`config.mk`:
```
export PLATFORM = sky130hd
export DESIGN_NAME = fetch_unit
export DESIGN_NICKNAME = d
export VERILOG_FILES = /design/src/rtl/fetch_unit.sv
export SDC_FILE = /design/constraint.sdc
export NUM_CORES = 1
export LEC_CHECK = 0
export CAP_MARGIN = 20
export CORE_AREA = 2 2 129 257
export CTS_CLUSTER_DIAMETER = 200
export DETAILED_ROUTE_END_ITERATION = 12
export DIE_AREA = 0 0 131 259
export SLEW_MARGIN = 30
export SYNTH_ARGS = -nofsm -noshare
export SYNTH_HDL_FRONTEND = slang
export SYNTH_SLANG_ARGS = --single-unit
```
`constraint.sdc`:
```
create_clock -name clk -period 5.85 [get_ports clk]
set_clock_uncertainty 0.05 [all_clocks]
set_input_delay 1.755 -clock clk [delete_from_list [all_inputs] [get_ports clk]]
set_output_delay 1.755 -clock clk [all_outputs]
set_load 0.05 [all_outputs]
```
`src/rtl/fetch_unit.sv`:
```
// fetch_unit: instruction-fetch stage in front of decode.
//
// Owns the program counter and drives a synchronous instruction memory
// (one-cycle read latency). Fetched words are queued with their PC in a
// small FIFO. The FIFO head goes to decode over a valid/ready handshake.
// A redirect from the control path flushes the FIFO, drops any response
// still returning, and restarts fetch at the target.
//
// Ports:
//   clk, rst_n       clock, synchronous active-low reset
//   imem_req         fetch request this cycle
//   imem_addr        word-aligned byte address of the request
//   imem_rdata       instruction word, valid the cycle after imem_req
//   redirect         taken branch / jump from control
//   redirect_target  new PC for the redirect; low two bits are ignored
//   instr            head instruction, or NOP when the FIFO is empty
//   pc, pc_plus4     PC of the head instruction and PC + 4
//   instr_valid      head entry is valid
//   instr_ready      decode accepts the head this cycle
module fetch_unit #(
    parameter int                    DATA_WIDTH = 32,
    parameter logic [DATA_WIDTH-1:0] RESET_PC   = '0,
    parameter int                    BUF_DEPTH  = 2
) (
    input  logic                  clk,
    input  logic                  rst_n,
    output logic                  imem_req,
    output logic [DATA_WIDTH-1:0] imem_addr,
    input  logic [DATA_WIDTH-1:0] imem_rdata,
    input  logic                  redirect,
    input  logic [DATA_WIDTH-1:0] redirect_target,
    output logic [DATA_WIDTH-1:0] instr,
    output logic [DATA_WIDTH-1:0] pc,
    output logic [DATA_WIDTH-1:0] pc_plus4,
    output logic                  instr_valid,
    input  logic                  instr_ready
);
    localparam int PW = $clog2(BUF_DEPTH);
    localparam int CW = PW + 1;
    localparam int OW = CW + 1;
    localparam logic [DATA_WIDTH-1:0] NOP = DATA_WIDTH'(32'h0000_0013);

    logic [DATA_WIDTH-1:0] fetch_pc_q, fetch_pc_d;
    logic                  inflight_q, inflight_d;
    logic                  kill_q, kill_d;
    logic [CW-1:0]         count_q, count_d;
    logic [PW-1:0]         rd_ptr_q, rd_ptr_d;
    logic [PW-1:0]         wr_ptr_q, wr_ptr_d;
    logic [DATA_WIDTH-1:0] last_pc_q;
    logic [DATA_WIDTH-1:0] rsp_pc_q;
    logic [DATA_WIDTH-1:0] buf_instr_q [BUF_DEPTH];
    logic [DATA_WIDTH-1:0] buf_pc_q    [BUF_DEPTH];

    logic          pop, push;
    logic [OW-1:0] occ;

    assign instr_valid = (count_q != '0);
    assign pop         = instr_valid & instr_ready;
    // A response arriving in a redirect cycle belongs to the old path.
    assign push        = inflight_q & ~kill_q & ~redirect;

    // Occupancy if we issue now: the in-flight word already owns a slot,
    // and a pop this cycle frees one. This is what makes overflow impossible.
    assign occ      = OW'(count_q) + OW'(inflight_q) - OW'(pop);
    assign imem_req = rst_n & ~redirect & (occ < OW'(BUF_DEPTH));
    assign imem_addr = fetch_pc_q;

    assign instr    = instr_valid ? buf_instr_q[rd_ptr_q] : NOP;
    assign pc       = instr_valid ? buf_pc_q[rd_ptr_q]    : last_pc_q;
    assign pc_plus4 = pc + DATA_WIDTH'(4);

    always_comb begin
        fetch_pc_d = fetch_pc_q;
        inflight_d = imem_req;
        kill_d     = redirect & inflight_q;
        count_d    = count_q + CW'(push) - CW'(pop);
        rd_ptr_d   = rd_ptr_q + PW'(pop);
        wr_ptr_d   = wr_ptr_q + PW'(push);
        if (redirect) begin
            fetch_pc_d = redirect_target & ~DATA_WIDTH'(3);
            count_d    = '0;
            rd_ptr_d   = '0;
            wr_ptr_d   = '0;
        end else if (imem_req) begin
            fetch_pc_d = fetch_pc_q + DATA_WIDTH'(4);
        end
    end

    always_ff @(posedge clk) begin
        if (!rst_n) begin
            fetch_pc_q <= RESET_PC;
            inflight_q <= 1'b0;
            kill_q     <= 1'b0;
            count_q    <= '0;
            rd_ptr_q   <= '0;
            wr_ptr_q   <= '0;
            last_pc_q  <= '0;
        end else begin
            fetch_pc_q <= fetch_pc_d;
            inflight_q <= inflight_d;
            kill_q     <= kill_d;
            count_q    <= count_d;
            rd_ptr_q   <= rd_ptr_d;
            wr_ptr_q   <= wr_ptr_d;
            // Remember the last presented PC so pc holds while empty.
            if (instr_valid) last_pc_q <= buf_pc_q[rd_ptr_q];
        end
    end

    // Data path needs no reset: nothing is visible until count says so.
    always_ff @(posedge clk) begin
        if (imem_req) rsp_pc_q <= imem_addr;
        if (push) begin
            buf_instr_q[wr_ptr_q] <= imem_rdata;
            buf_pc_q[wr_ptr_q]    <= rsp_pc_q;
        end
    end
endmodule

```
# Yosys cells after proc, flatten, opt, wreduce, memory -nomap -nowiden
# Memories as Yosys holds them, arrays and structs flattened. A register that Yosys moved wholly into a read port is not among the register bits.
# Index checks and enable logic that the tools add are counted.
# word_totals
reg_bits	102
ramBits	128
in_bits	68
word_cells	40
n_memories	2
# op_classes
n_addsub	8
magnitude_cmp	1
mux	8
n_bitwise	9
n_reduce_logical	3
# mem_list
memory	words	word_bits	rd	rd_ports_with_merged_regs	write_ports	line_no	rtl
buf_instr_q	2	32	1	1	1	51	logic [DATA_WIDTH-1:0] buf_instr_q [BUF_DEPTH];
buf_pc_q	2	32	1	1	1	52	logic [DATA_WIDTH-1:0] buf_pc_q [BUF_DEPTH];
# ops
cell	n
32-bit 2-to-1 mux	4
32-bit by 3-bit adder with 32-bit output (second input constant)	2
1-bit AND	6
1-bit 2-to-1 mux	4
2-bit nonzero test	2
2-bit by 1-bit adder with 3-bit output	1
3-bit by 2-bit < comparator with 1-bit output (second input constant)	1
1-bit NOT	3
3-bit by 1-bit subtractor with 3-bit output	1
1-bit adder	2
2-bit by 1-bit adder with 2-bit output	1
2-bit OR reduction	1
2-bit by 1-bit subtractor with 2-bit output	1

# Depth between registers and ports, before layout
# logic_depth
depth_word	7
mapped_depth	13
depth_no_buf	11

# Least setup slack after synthesis
# No wires, ideal clock.
# synth_timing
path_kind	input -> output
startpoint	input instr_ready
endpoint	output imem_req
t_arrival_ps	4317
required_ps	4045
setup_slack_ps	-272
cell_stages	8
path_cell_list	nand2_1 > nor2_1 > o21ai_0 > fa_1 > xnor2_1 > nand3_1 > inv_2 > clkbuf_1
# synth_between
elab_chain_cells	4
# synth_lines
item	line_no	rtl
from (decl)	36	input logic instr_ready
1-bit AND	58	assign pop = instr_valid & instr_ready;
3-bit by 1-bit subtractor with 3-bit output	64	assign occ = OW'(count_q) + OW'(inflight_q) - OW'(pop);
3-bit by 2-bit < comparator with 1-bit output	65	assign imem_req = rst_n & ~redirect & (occ < OW'(BUF_DEPTH));
1-bit AND	65	
to (decl)	27	output logic imem_req,
# No other way between the ends.

# Worst setup path after layout
# layout_timing
startpoint	register count_q[0]
endpoint	output pc_plus4[15]
# layout_between
elab_chain_cells	3
# layout_lines
item	line_no	rtl
from (decl)	46	logic [CW-1:0] count_q, count_d;
from (signal assigned)	102	count_q <= count_d;
2-bit nonzero test	57	assign instr_valid = (count_q != '0);
32-bit 2-to-1 mux	n/a	
32-bit by 3-bit adder with 32-bit output	70	assign pc_plus4 = pc + DATA_WIDTH'(4);
to (decl)	34	output logic [DATA_WIDTH-1:0] pc_plus4,
# No other way between the ends.

==> flow_summary.toml <==
[setup_path]
rr_worst_depth = 13
critPathArrivalTime_ps = 3760
r2r_start = "count_q[1]"
rr_endpoint = "imem_addr[30]"
cpPeakStageDelay_ps = 830
cp_max_fo = 43
cp_common_cell = "buf_4"
startpoint_type = "flip-flop"
cp.required_ps = 4050
worst-r2r-setup-slack_ps = 1990
slowest_stage = "clkdlybuf4s50_1"
path_class = "reg2out"
crit_path_end_kind = "output pin"
worstPathCellList = "nor2_8 > buf_4 > o21ai_0 > buf_4 > nor3_2 > buf_4 > nand3_2 > nor2_1 > xnor2_1 > clkdlybuf4s50_1"
cp_num_buf_inv = 4
cp_top_family = "buffers and inverters"

[layout]
drive_above_1_share_pct = 12.2
syn2layout_area_growth_pct = 32.7
diodes = 0
final_cell_mix = "clkdlybuf4s50_1 (171), edfxtp_1 (154), nor2_1 (94)"
final_common_cell = "clkdlybuf4s50_1"
fin_cells = 1392
fillCellCount = 3078
postLayoutCoreUtil_pct = 39.3
nNetsFinal = 1025

[synthesis]
synth_cells = 754
yosys-mux-area-fraction_pct = 9.08
synth_top_area_share_pct = 48.8
avgSynthCellArea_um2 = 12.6
ys_seq_area_share_pct = 63.2
synth_edf_count = 154
synth-adder-area-share_pct = 0.871
synth_top_family_by_area = "simple AND/OR/NAND/NOR gates"
ys_seq_elements = 222
synthTopCellsByArea = "edfxtp_1 (49%), dfxtp_1 (14%), mux2i_1 (6.4%)"
netlist_area_um2 = 9480
synth_xor_area_share_pct = 2.96
synth_warnings = 0
synth-simple-area-share_pct = 13.5
yosysUniqueCellTypes = 59
synth_compound_area_share_pct = 6.34
yosys.area.top_type = "edfxtp_1"
ys.flop_type = "edfxtp_1"
async_flop_share_pct = 0

[placed_design]
port-buffer-count = 193
dp_hpwl_mm = 17.9
dpl.cell_count = 1354
routabilityCongestion = 0.821

[sta]
finalWorstPathRequiredPeriod_ps = 5570
whs_ps = 394
rsz0062_at_grt = "false"
finalMaxSlewViolations = 0
maxSlewHeadroom_pct = 49.5
fmax_mhz = 180
setup_viol = 0
period_share_pct = 95.2
finalSetupTns_ps = 0
hold_viol_final = 0
tightest_slew_ps = 737

[routing]
drc = 0
dr_total_vias = 6532
drtPass1Iterations = 5
post_drt_wl_per_cell_um = 17.9
drt_iter0_drc = 352
drt-total-wl_mm = 24.9
viasPerCell = 4.69
postRouteAntennaNets = 0

[cts]
post_cts_resized = 0
clockBufferDepth = 3
clock-root-buffer = "clkbuf_16"
cts_tree = "done"
cts_buffers = 21
clk_pin_slew_worst_paths_ps = 60
htree_levels = 1
clk_latency_ps = 510
cts_hold_buf = 0
clock-sinks = 222

[global_routing]
first_global_vias = 6573
grt_pass1_wl_mm = 37.8
antenna_found_initial = 0
track_usage_pct = 14.6
grt-ovfl-total = 0
grt_start_max_net_pins = 44

[min_path]
min_to = "buf_pc_q[1][9]"
min_from = "rsp_pc_q[9]"
hold_class = "reg2reg"
hold_depth = 0

[die]
num_io_pins = 198
die_w_um = 131
core-area_um2 = 32000
num_rows = 93
start_util_pct = 29.6
die_area_um2 = 33900
fp.dieH_um = 259

[power]
peakVddDrop_v = 0.000161
leakage_nw = 4.40
power_density_nw_per_um2 = 281

[run]
cap_violations = 0

[outcome]
status = "complete, no violations"
==> synth_stat cells (6+ instances only) <==
master	count
nor2_1	95
a21oi_1	30
o21ai_0	23
nand3_1	11
xnor2_1	27
a31oi_1	11
nand2_1	47
mux2i_1	61
mux2_2	21
and2_1	8
or3_1	7
nor4_4	6
inv_1	36
dfxtp_1	68
a32oi_1	7
edfxtp_1	154
nor3_1	17
and3_1	6
clkbuf_1	22
nand4_1	11
==> logic make-up (layout without fill, tap and decap cells) <==
group | Yosys count | in the layout
AOI/OAI and AO/OA | 97 | 97
xor gates and xnor gates | 32 | 32
adders and majority gates | 6 | 6
buffers and inverters | 76 | 286
DFF | 222 | 222
muxes | 83 | 83
other | 1 | 2
and+or+nand+nor | 237 | 237
==> state kept, by name, summed over array words and instances (netlist names) <==
register and count:
buf_instr_q 64, buf_pc_q 60, last_pc_q 32, imem_addr 30, rsp_pc_q 30, count_q 2
inflight_q 1, kill_q 1, rd_ptr_q 1, wr_ptr_q 1
==> where the power goes <==
part           total (W)  internal [W]  switching, W  leakage, nW
Clock            0.00134      0.000766      0.000577        0.323
Sequential       0.00176       0.00173     0.0000369         1.98
Combinational   0.000433      0.000156      0.000278         2.10
==> final cells by class <==
type	instances	area, um^2	area share [%]
Timing Repair Buffer	211	2120	16.9
Multi-Input combinational cell	457	3120	24.8
Inverter	38	145	1.15
Clock buffer	28	562	4.47
Sequential cell	222	5990	47.6
Clock inverter	9	100	0.796
Tap cell	427	534	4.25
==> worst max path at each step <==
stage	startpoint	endpoint	depth (start not counted)
6_report	count_q[0]	pc_plus4[15]	10
5_1_grt	count_q[0]	pc_plus4[8]	9
4_1_cts	count_q[0]	pc_plus4[28]	11
3_5_place_dp	instr_ready	imem_addr[30]	13
3_3_place_gp	instr_ready	imem_req	9
2_1_floorplan	count_q[1]	pc_plus4[16]	11
==> stage by stage <==
step                      power (W)  worst slack (ps)  instance area (um^2)
after floorplan             0.00205               207                  9490
after global placement      0.00223               348                 11900
after detailed placement    0.00223               298                 11900
after CTS                   0.00358              76.4                 12600
after global routing        0.00366              46.4                 12600
final                       0.00354               281                 12600
==> metal layers <==
metal	routed length (um)	up-vias	track usage, %
li1	-	3112	-
met2	14200	199	28.8
met5	0	-	0
met3	1300	46	2.14
met4	656	0	5.38
met1	8740	3175	14.9
==> timing repair <==
| item | 4_1_cts | 5_1_grt |
|---|---|---|
| buffers inserted | 0 | 1 |
| hold endpoints to repair | 0 | 0 |
| setup endpoints to repair | 0 | 1 |
No activity file was read; power rests on OpenSTA's default activity.
